[config.mk]
export PLATFORM = sky130hd
export DESIGN_NAME = gpr_wb_sched
export DESIGN_NICKNAME = d
export VERILOG_FILES = /design/src/rtl/gpr_ctrl_pkg.sv /design/src/rtl/rr_arbiter.sv /design/src/rtl/gpr_wb_sched.sv
export SDC_FILE = /design/constraint.sdc
export NUM_CORES = 1
export LEC_CHECK = 0
export ABC_AREA = 1
export CORE_MARGIN = 2
export CORE_UTILIZATION = 40
export DETAILED_ROUTE_END_ITERATION = 6
export DONT_BUFFER_PORTS = 1
export GPL_ROUTABILITY_DRIVEN = 0
export PLACE_DENSITY = 0.64
export SLEW_MARGIN = 20
export SYNTH_ARGS = -nofsm -noshare
export SYNTH_HDL_FRONTEND = slang
export SYNTH_SLANG_ARGS = --single-unit
[constraint.sdc]
create_clock -name clk -period 3.3 [get_ports clk]
set_input_delay 0.165 -clock clk [delete_from_list [all_inputs] [get_ports clk]]
set_output_delay 0.165 -clock clk [all_outputs]
set_load 0.1 [all_outputs]
[src/rtl/gpr_ctrl_pkg.sv]
// Shared types and constants for the general-purpose register file control path.
package gpr_ctrl_pkg;

    localparam int unsigned NREG   = 32;
    localparam int unsigned REG_AW = 5;
    localparam int unsigned XLEN   = 32;

    typedef logic [REG_AW-1:0] reg_addr_t;

    typedef struct packed {
        reg_addr_t       rdn;
        logic [XLEN-1:0] rdd;
    } wb_req_t;

endpackage

[src/rtl/rr_arbiter.sv]
// Round-robin arbiter: one-hot grant to the first request at or after ptr, wrapping.
module rr_arbiter
    import gpr_ctrl_pkg::*;
#(
    parameter int unsigned N = 3
) (
    input  logic         clk,
    input  logic         rstn_h,
    input  logic [N-1:0] req,
    input  logic         advance,
    output logic [N-1:0] gnt
);

    localparam int unsigned PW = (N > 1) ? $clog2(N) : 1;
    localparam logic [PW-1:0] LAST = PW'(N - 1);

    logic [PW-1:0] ptr;
    logic [PW-1:0] gidx;
    logic [PW-1:0] idx;
    logic [PW:0]   sum;
    logic          found;

    always_comb begin
        gnt   = '0;
        gidx  = '0;
        idx   = '0;
        sum   = '0;
        found = 1'b0;
        for (int unsigned k = 0; k < N; k++) begin
            // modular index without a divider: ptr + k < 2N always
            sum = {1'b0, ptr} + (PW+1)'(k);
            if (sum >= (PW+1)'(N)) begin
                sum = sum - (PW+1)'(N);
            end
            idx = sum[PW-1:0];
            if (!found && req[idx]) begin
                found    = 1'b1;
                gnt[idx] = 1'b1;
                gidx     = idx;
            end
        end
    end

    always_ff @(posedge clk or negedge rstn_h) begin
        if (!rstn_h) begin
            ptr <= '0;
        end else if (advance && found) begin
            ptr <= (gidx == LAST) ? '0 : gidx + PW'(1);
        end
    end

endmodule

[src/rtl/gpr_wb_sched.sv]
// Writeback scheduler and busy scoreboard in front of the 32x32 register file write port.
module gpr_wb_sched #(
    parameter int unsigned NREQ = 3,
    parameter int unsigned XLEN = 32
) (
    input  logic                                  clk,
    input  logic                                  rstn_h,
    input  logic [NREQ-1:0]                       req_valid,
    input  logic [NREQ*gpr_ctrl_pkg::REG_AW-1:0]  req_rdn,
    input  logic [NREQ*XLEN-1:0]                  req_rdd,
    output logic [NREQ-1:0]                       req_ready,
    input  logic                                  iss_valid,
    input  logic [gpr_ctrl_pkg::REG_AW-1:0]       iss_rdn,
    input  logic [gpr_ctrl_pkg::REG_AW-1:0]       iss_rs1n,
    input  logic [gpr_ctrl_pkg::REG_AW-1:0]       iss_rs2n,
    output logic                                  iss_stall,
    output logic                                  wbe,
    output logic [gpr_ctrl_pkg::REG_AW-1:0]       rdn,
    output logic [XLEN-1:0]                       rdd,
    output logic [gpr_ctrl_pkg::NREG-1:0]         busy
);

    import gpr_ctrl_pkg::*;

    logic [NREQ-1:0] req_gated;
    logic [NREQ-1:0] gnt;
    logic            any_gnt;
    reg_addr_t       g_rdn;
    logic [XLEN-1:0] g_rdd;
    logic            iss_fire;
    logic [NREG-1:0] busy_n;

    // Masking requests during reset keeps req_ready low while rstn_h is low.
    assign req_gated = rstn_h ? req_valid : '0;

    rr_arbiter #(.N(NREQ)) u_arb (
        .clk     (clk),
        .rstn_h  (rstn_h),
        .req     (req_gated),
        .advance (1'b1),
        .gnt     (gnt)
    );

    assign req_ready = gnt;
    assign any_gnt   = |gnt;

    always_comb begin
        g_rdn = '0;
        g_rdd = '0;
        for (int unsigned i = 0; i < NREQ; i++) begin
            if (gnt[i]) begin
                g_rdn = g_rdn | req_rdn[i*REG_AW +: REG_AW];
                g_rdd = g_rdd | req_rdd[i*XLEN +: XLEN];
            end
        end
    end

    always_ff @(posedge clk or negedge rstn_h) begin
        if (!rstn_h) begin
            wbe <= 1'b0;
            rdn <= '0;
            rdd <= '0;
        end else begin
            wbe <= any_gnt && (g_rdn != '0);
            if (any_gnt) begin
                rdn <= g_rdn;
                rdd <= g_rdd;
            end
        end
    end

    // Registered busy only: the in-flight write is not yet readable from the file.
    assign iss_stall = rstn_h && iss_valid &&
                       (busy[iss_rs1n] || busy[iss_rs2n] || busy[iss_rdn]);
    assign iss_fire  = iss_valid && !iss_stall && (iss_rdn != '0);

    always_comb begin
        busy_n = busy;
        if (wbe) begin
            busy_n[rdn] = 1'b0;
        end
        if (iss_fire) begin
            busy_n[iss_rdn] = 1'b1;
        end
        busy_n[0] = 1'b0;
    end

    always_ff @(posedge clk or negedge rstn_h) begin
        if (!rstn_h) begin
            busy <= '0;
        end else begin
            busy <= busy_n;
        end
    end

endmodule

# [Word-level counts from Yosys, hierarchy flattened]
# Cells that the tools add are included.
[classes] add_sub_neg=6 n_lt_le_gt_ge=15 n_eq_ne=1 mux=44 n_bitwise=9 n_reduce_logical=20
[op_table] op="32-bit two-way mux" count=5
[op_table] op="32-bit OR" count=3
[op_table] op="32-bit AND" count=1
[op_table] op="32-bit NOT" count=1
[op_table] op="5-bit by 6-bit less-than comparator with 1-bit output (second input constant)" count=4
[op_table] op="1-bit binary-select mux with 5-bit select" count=3
[op_table] op="5-bit two-way mux" count=3
[op_table] op="1-bit two-way mux" count=14
[op_table] op="2-bit two-way mux" count=7
[op_table] op="1-bit logical AND" count=12
[op_table] op="3-bit two-way mux" count=4
[op_table] op="1-bit demux with 5-bit select" count=2
[op_table] op="5-bit by 1-bit >= comparator with 1-bit output (second input constant)" count=2
[op_table] op="5-bit OR" count=2
[op_table] op="5-bit nonzero test" count=2
[op_table] op="2-bit by 3-bit less-than comparator with 1-bit output (second input constant)" count=3
[op_table] op="1-bit binary-select mux with 2-bit select" count=3
[op_table] op="1-bit demux with 2-bit select" count=3
[op_table] op="2-bit by 1-bit >= comparator with 1-bit output (second input constant)" count=3
[op_table] op="3-bit by 2-bit >= comparator with 1-bit output (second input constant)" count=2
[op_table] op="3-bit OR" count=2
[op_table] op="2-bit subtractor (second input constant)" count=3
[op_table] op="2-bit by 1-bit adder with 3-bit output (second input constant)" count=1
[op_table] op="2-bit by 2-bit adder with 3-bit output (second input constant)" count=1
[op_table] op="6 further kinds" count=9
[totals] ff_bits=71 output_inout_bits=74

# [Depth between registers and ports, before layout]
# Gate-level depths: netlist of the first run.
[logic_depth] ltp_word=18 ltp_mapped=16

# [Hierarchy]
# From an unflattened synthesis of the first run, not the netlist that was laid out.
[unflattened] cells_unflattened=746 hier_area_um2=4943.5
[modules_own_cells] module="gpr_wb_sched" n_inst=1 cells_per_inst=677 area_each_um2=4500.6 seq_area_each_um2=1726.7
[modules_own_cells] module="rr_arbiter" n_inst=1 cells_per_inst=69 area_each_um2=442.9 seq_area_each_um2=50.0

# [Worst setup path after synthesis of the first run]
# Ideal clock, no wire load.
[synth_timing] path_kind="reg2out" from="reg busy[9] (netlist name)" to="out iss_stall" arrival_time_ns=2.480 slack_ns=0.655 path_stages_with_launch=12 path_buffers=1 cell_sequence="dfrtp_1 -> inv_1 -> a21oi_1 -> o21ai_0 -> nand3_1 -> nand3_1 -> nand3_1 -> nand2_1 -> nand3_1 -> nand2_1 -> buf_4 -> inv_1"
[synth_between] elab_chain_len=5 elab_cells_between_ends=9 cone_classes="6 x mux; 3 x reduce/logical"
[synth_rtl] item="from (decl)" line="gpr_wb_sched.sv:20" source="output logic [gpr_ctrl_pkg::NREG-1:0] busy"
[synth_rtl] item="from (signal assigned)" line="gpr_wb_sched.sv:92" source="busy <= busy_n;"
[synth_rtl] item="1-bit binary-select mux with 5-bit select" line="gpr_wb_sched.sv:74" source="(busy[iss_rs1n] || busy[iss_rs2n] || busy[iss_rdn]);"
[synth_rtl] item="1-bit two-way mux (implied by the code)" line="gpr_wb_sched.sv:74"
[synth_rtl] item="1-bit logical OR" line="gpr_wb_sched.sv:74"
[synth_rtl] item="1-bit logical OR (*)" line="gpr_wb_sched.sv:74"
[synth_rtl] item="1-bit logical AND (*)" line="gpr_wb_sched.sv:73" source="assign iss_stall = rstn_h && iss_valid &&"
[synth_rtl] item="to (decl)" line="gpr_wb_sched.sv:16" source="output logic iss_stall,"
# Every way passes the cells marked *; elsewhere a longest branch is shown, timed or not. The select of a mux whose other input is x is not followed.

# [Worst setup path after layout of the first run]
[layout_timing] from="reg u_arb.ptr[0]" to="reg rdd[5]"
[layout_between] elab_chain_len=16 elab_cells_between_ends=49 cone_classes="5 x add/sub; 9 x order compare; 23 x mux; 4 x bitwise; 8 x reduce/logical"
[layout_rtl] item="from (decl)" line="rr_arbiter.sv:17" source="logic [PW-1:0] ptr;"
[layout_rtl] item="from (signal assigned)" line="rr_arbiter.sv:48" source="ptr <= (gidx == LAST) ? '0 : gidx + PW'(1);"
[layout_rtl] item="2-bit by 1-bit adder with 3-bit output, or another cell as far along" line="rr_arbiter.sv:31" source="sum = {1'b0, ptr} + (PW+1)'(k);"
[layout_rtl] item="3-bit by 2-bit >= comparator with 1-bit output, or another cell as far along" line="rr_arbiter.sv:32" source="if (sum >= (PW+1)'(N)) begin"
[layout_rtl] item="2-bit two-way mux, or another cell as far along" line="rr_arbiter.sv:32"
[layout_rtl] item="2-bit by 3-bit less-than comparator with 1-bit output (implied by the code), or another cell as far along" line="rr_arbiter.sv:38" source="gnt[idx] = 1'b1;"
[layout_rtl] item="1-bit logical AND (implied by the code), or another cell as far along" line="rr_arbiter.sv:38"
[layout_rtl] item="1-bit two-way mux (implied by the code), or another cell as far along" line="rr_arbiter.sv:38"
[layout_rtl] item="1-bit demux with 2-bit select, or another cell as far along"
[layout_rtl] item="3-bit OR (no source line) or 1-bit two-way mux (tied branches)"
[layout_rtl] item="3-bit two-way mux or 1-bit zero test (tied branches)" line="rr_arbiter.sv:36" source="if (!found && req[idx]) begin"
[layout_rtl] item="3-bit OR (no source line) or 1-bit logical AND (tied branches)"
[layout_rtl] item="3-bit two-way mux (*)" line="rr_arbiter.sv:36"
[layout_rtl] item="32-bit two-way mux" line="gpr_wb_sched.sv:51" source="if (gnt[i]) begin"
[layout_rtl] item="32-bit OR" line="gpr_wb_sched.sv:53" source="g_rdd = g_rdd | req_rdd[i*XLEN +: XLEN];"
[layout_rtl] item="32-bit two-way mux" line="gpr_wb_sched.sv:51"
[layout_rtl] item="32-bit OR" line="gpr_wb_sched.sv:53"
[layout_rtl] item="32-bit two-way mux" line="gpr_wb_sched.sv:51"
[layout_rtl] item="to (signal assigned)" line="gpr_wb_sched.sv:67" source="rdd <= g_rdd;"
[layout_rtl] item="to (decl)" line="gpr_wb_sched.sv:19" source="output logic [XLEN-1:0] rdd,"
# Marked as above.
# A chain may end at the register's enable or synchronous reset.

==> results of run 1 <==
-- critical path: stages, from the launching register on --
cell,delay (ns)
dfrtp_1,0.37
inv_1,0.09
ha_1,0.38
inv_2,0.11
nand2_1,0.07
nand3_1,0.09
nand2_1,0.13
nor2_2,0.25
nand3_1,0.12
nand2_2,0.18
buf_6,0.40
nand2_1,0.10
nand4_1,0.12
dlygate4sd3_1,0.56
-- registers in the layout, indices dropped and copies added (netlist names) --
| name | flops |
|---|---|
| rdd | 32 |
| u_arb.ptr | 2 |
| busy | 31 |
| rdn | 5 |
| wbe | 1 |
-- metal layers --
layer | share of wire, % | up-vias | routed length (um) | GRT usage (%)
li1 | - | 2561 | - | -
met1 | 37 | 2510 | 6300 | 28.5
met2 | 52 | 284 | 8800 | 47.5
met3 | 9.2 | 26 | 1560 | 6.43
met4 | 1.9 | 0 | 331 | 9.35
met5 | 0 | - | 0 | 0
-- placed cells by master, fill, tap and decap left out, types with 9 or more instances in the layout --
master         count
inv_1             66
o21ai_0           34
o211ai_1          10
nand4_1           37
nand2_2           14
dlygate4sd3_1     62
clkbuf_16          9
buf_4             43
nand3_1          115
dfrtp_1           71
nand2_1          275
nor2_1            42
-- kinds of logic after synthesis --
logic type	after synthesis	synth area share, %
flops	71	36.8
simple gates	498	45.5
other cells	1	0.0776
buf+inv	105	9.82
fa+ha+maj	4	1.04
compound gates	57	6.81
-- layout make-up --
| class | instances | share of cell area, % |
|---|---|---|
| clock buffers | 12 | 4.02 |
| multi-input cells | 560 | 42.3 |
| well taps | 147 | 3.00 |
| clock inverters | 4 | 0.734 |
| repair buffers | 109 | 16.5 |
| flip-flops and latches | 71 | 28.9 |
| inverters | 74 | 4.53 |
-- metrics by stage --
| stage | hold WS, ns | std cells | setup WS (ns) | area [um2] |
|---|---|---|---|---|
| finish | 0.0152 | 977 | 0.218 | 6140 |
| global route | 0.0101 | 977 | 0.0764 | 6140 |
| CTS | 0.000214 | 977 | 0.127 | 6120 |
| detailed placement | -0.129 | 898 | 0.647 | 5180 |
| global placement | -0.128 | 898 | 0.847 | 5180 |
| floorplan | -0.131 | 736 | 0.655 | 4830 |
-- timing repair --
action | in CTS | in global routing
gates resized for setup | 0 | 4
hold buffers | 63 | 0
endpoints found under the setup margin | 0 | 30
hold endpoints to repair | 102 | 0
-- path summary, 6_finish.rpt --
check,start,end,slack [ns]
setup / recovery,u_arb.ptr[0]$_DFFE_PN0P_,rdd[5]$_DFFE_PN0P_,0.22
hold / removal,req_rdd[18],rdd[18]$_DFFE_PN0P_,0.02
setup reg to reg,u_arb.ptr[0]$_DFFE_PN0P_,rdd[5]$_DFFE_PN0P_,0.22
hold reg to reg,busy[3]$_DFF_PN0_,busy[3]$_DFF_PN0_,0.51
max in group asynchronous,rstn_h,rdd[1]$_DFFE_PN0P_,2.63
min in group asynchronous,rstn_h,busy[4]$_DFF_PN0_,0.37
-- synth_stat cells, types with 7 or more instances --
library cell,count
nand2_1,275
nand3_1,115
dfrtp_1,71
inv_1,66
nor2_1,42
nand4_1,37
o21ai_0,34
buf_2,19
nand2_2,15
o211ai_1,10
buf_4,9
inv_2,7
nor3_1,7
==> out/results.ini, run 1 <==
[outcome]
status=finished, final reports clean

[min_path]
hp-class=in -> reg
min_path_cells=2

[global_routing]
grt_first_pass_wirelength_mm=26.2
grt_overflow=0
grt_max_degree=72
antenna_found_initial=0
grt_pass1_vias=5272
grt.total_usage_pct=25.7

[sta]
setup_violations=0
fin_skew_ns=0.00623
min_period_over_period_pct=93.4
drv_slew=0
tns_ns=0
worstMarginPinSlew_ns=0.980
max_slew_margin_pct=34.6
hold_viol=0
period_minus_slack_ns=3.08
rsz0062_at_grt=no
fmax_mhz=325

[worst_setup_path]
start_kind=register
end_kind=register
cp.arrival_ns=3.34
worstPathMaxFanout=33
critPathKind=reg -> reg
critPathRequiredTime_ns=3.56
r2r_cells=13

[finish]
seq_area_um2=1780
multi_input_area_um2=2590
fin_util_pct=51.5
diodes=0
fill_cells=1122
nets=961
area_growth_pct=27.0
drive_gt1_share_pct=11.0

[floorplan]
rows=40
coreArea_um2=11900
fp.dieW_um=114
die_h_um=114
io_pins=206
initial_utilization_pct=40.6
dieArea_um2=13000

[logic_synthesis]
syn_area_um2=4830
yosysSeqAreaShare_pct=36.8
synth_top_area_share_pct=36.8
syn_inst=736
postSynthAreaPerCell_um2=6.56
yosys_warnings=0
ys.flop_type=dfrtp_1
synth_top_area_cell=dfrtp_1
ys_seq_elements=71
synth-edff-count=0
async_flop_share_pct=100
synthTopCellsByArea=dfrtp_1 (37%), nand2_1 (21%), nand3_1 (12%)
synth_cell_type_count=27
synth.net_count=872

[routing]
first_pass_iters=5
vias=5381
wire_per_inst_um=17.4
drc=0
routed_wl_mm=17.0
vias_per_cell=5.51
first_iter_violations=412
ant_nets=0

[placement]
portBuffers=0
dp_hpwl_mm=12.0

[cts]
root_buffer=clkbuf_16
path_clk_slew_ns=0.05
cts_tree=done
post_cts_buffers=0
clk_path_buf_depth=2
cts.sinks=71
clock_latency_ns=0.33
h-tree-depth=3
cts_buffers=9

[job]
cap_violations=0

Power of run 1 is left out: the tool's default activity adds up to more than one toggle a clock period on the data nets, which glitch-free logic cannot reach.
==> inputs of run 2 (changes only) <==
--- a/config.mk
+++ b/config.mk
@@ -5,13 +5,11 @@
 export SDC_FILE = /design/constraint.sdc
 export NUM_CORES = 1
 export LEC_CHECK = 0
-export ABC_AREA = 1
 export CORE_MARGIN = 2
-export CORE_UTILIZATION = 40
+export CORE_UTILIZATION = 35
 export DETAILED_ROUTE_END_ITERATION = 6
 export DONT_BUFFER_PORTS = 1
 export GPL_ROUTABILITY_DRIVEN = 0
-export PLACE_DENSITY = 0.64
 export SLEW_MARGIN = 20
 export SYNTH_ARGS = -nofsm -noshare
 export SYNTH_HDL_FRONTEND = slang
==> out/results.ini, run 2 <==
[outcome]
status=finished, final reports clean

[sta]
period_minus_slack_ns=3.06
drv_slew=0
hold_viol=0
worstMarginPinSlew_ns=1.12
tns_ns=0
max_slew_margin_pct=25.6
setup_violations=0
fmax_mhz=327
fin_skew_ns=0.00672
min_period_over_period_pct=92.7
rsz0062_at_grt=no

[logic_synthesis]
ys_seq_elements=71
yosys_warnings=0
synth_top_area_cell=dfrtp_1
postSynthAreaPerCell_um2=9.74
syn_inst=473
async_flop_share_pct=100
synth.net_count=609
synth-edff-count=0
synthTopCellsByArea=dfrtp_1 (39%), a222oi_1 (7.6%), o31ai_1 (4.2%)
synth_top_area_share_pct=38.6
synth_cell_type_count=65
ys.flop_type=dfrtp_1
syn_area_um2=4610
yosysSeqAreaShare_pct=38.6
synth.top_cells.by_count=dfrtp_1 (71), nor2_1 (40), o21ai_0 (38)
yosysMostFrequentCell=dfrtp_1

[finish]
drive_gt1_share_pct=18.8
nets=626
largest_reg_flops=32
seq_area_um2=1780
area_growth_pct=16.7
multi_input_area_um2=2610
final_cell_mix=dfrtp_1 (71), buf_4 (42), nor2_1 (39), o21ai_0 (38), a21oi_1 (36)
top_register=rdd
reg_top3=rdd (32), busy (31), rdn (5)
final_common_cell=dfrtp_1
diodes=0
fill_cells=1300

[worst_setup_path]
cp_slowest_cell=dfrtp_1
path_cells=inv_1 > ha_2 > mux2_2 > mux2_2 > nand3b_1 > a211oi_1 > a21o_2 > buf_12
critical-path-top-delay-family=multiplexers
crit_buf_inv=2
r2r_cells=8
end_kind=primary output
worstReg2RegEnd=wbe$_DFF_PN0_
crit_top_cell=mux2_2
rr_startpoint=u_arb.ptr[0]$_DFFE_PN0P_
crit_path_max_incr_delay_ns=0.39
path_depth=8
rrSetupSlack_ns=0.27
cp.arrival_ns=2.89
critPathRequiredTime_ns=3.13
cp-startpoint=u_arb.ptr[0]$_DFFE_PN0P_
critPathKind=reg -> out
worstPathMaxFanout=33
endpoint=req_ready[0]
start_kind=register

[cts]
cts.sinks=71
post_cts_buffers=0
clk_path_buf_depth=2
clock_latency_ns=0.33
cts_tree=done
root_buffer=clkbuf_16
cts_buffers=9
path_clk_slew_ns=0.05
h-tree-depth=3

[global_routing]
grt_pass1_vias=4279
grt_overflow=0
antenna_found_initial=0
grt.total_usage_pct=21.7
grt_first_pass_wirelength_mm=24.3
grt_max_degree=72

[routing]
drc=0
first_iter_violations=373
first_pass_iters=7
route.met2.wl_mm=7.39
vias=4298
top_layer=met4
wire_per_inst_um=22.9
vias_per_cell=6.45
ant_nets=0
wl_met3_mm=1.66
wl_met1_mm=5.95
routed_wl_mm=15.3

[job]
cap_violations=0

[floorplan]
dieArea_um2=14100
rows=41
coreArea_um2=12700
io_pins=206
initial_utilization_pct=36.2
fp.dieW_um=119
die_h_um=119

[placement]
portBuffers=0
dp_hpwl_mm=10.9

[min_path]
hp-class=in -> reg

run 2: kinds of logic (layout without fill, tap and decap cells):
group / Yosys count / in the layout / share of synthesized area, %
flip-flops: 71 / 71 / 38.6
adder cells (fa/ha/maj): 4 / 4 / 1.09
multiplexers: 38 / 38 / 12.1
other: 1 / 1 / 0.0814
AND/OR/NAND/NOR: 126 / 126 / 14.1
AO/OA/AOI/OAI: 178 / 178 / 28.6
buffers and inverters: 55 / 76 / 5.49
run 2: worst reg2reg max path: stages (launching register included):
cell and delay (ns):
dfrtp_1 0.39, inv_1 0.08, ha_2 0.38, mux2_2 0.36, a22o_1 0.24, o31a_2 0.40, a22o_1 0.27, a221o_1 0.26
or4_1 0.52
run 2: worst min path at each step:
stage / depth (start not counted) / endpoint / from
floorplan: 0 / busy[10]$_DFF_PN0_ / rstn_h
global placement: 0 / rdd[9]$_DFFE_PN0P_ / rstn_h
detailed placement: 0 / rdd[9]$_DFFE_PN0P_ / rstn_h
CTS: 2 / rdn[1]$_DFFE_PN0P_ / req_rdn[11]
global route: 2 / busy[9]$_DFF_PN0_ / iss_rdn[0]
finish: 2 / rdn[1]$_DFFE_PN0P_ / req_rdn[11]
run 2: through the flow:
stage / worst slack [ns] / hold slack (ns) / util, % / instances / cell area (um2)
2_1_floorplan: 0.0168 / -0.131 / - / 473 / 4610
3_3_place_gp: 0.336 / -0.129 / 39.3 / 646 / 4990
3_5_place_dp: 0.224 / -0.129 / 39.3 / 646 / 4990
4_1_cts: 0.205 / 0.00256 / 42.3 / 666 / 5380
5_1_grt: 0.0734 / 0.0199 / 42.3 / 666 / 5380
6_report: 0.242 / 0.0165 / 42.3 / 666 / 5380
run 2: layer usage:
metal	up-vias	GRT usage [%]
li1	1905	-
met5	-	0
met4	0	7.29
met3	24	8.16
met2	252	35.8
met1	2117	26.1
run 2: layout make-up:
| type | count | share of cell area (%) |
|---|---|---|
| clock buffer | 11 | 4.51 |
| clock inverter | 4 | 1.30 |
| inverter | 12 | 0.838 |
| multi-input combinational | 347 | 48.4 |
| sequential | 71 | 33.0 |
| tap | 172 | 4.00 |
| timing repair buffer | 49 | 7.86 |
run 2: what timing repair did:
action,4_1_cts,5_1_grt
hold buffers,5,0
resized for setup,0,1
setup endpoints to repair,0,8
endpoints found under the hold margin,88,0
Power of run 2 is left out for the same reason.
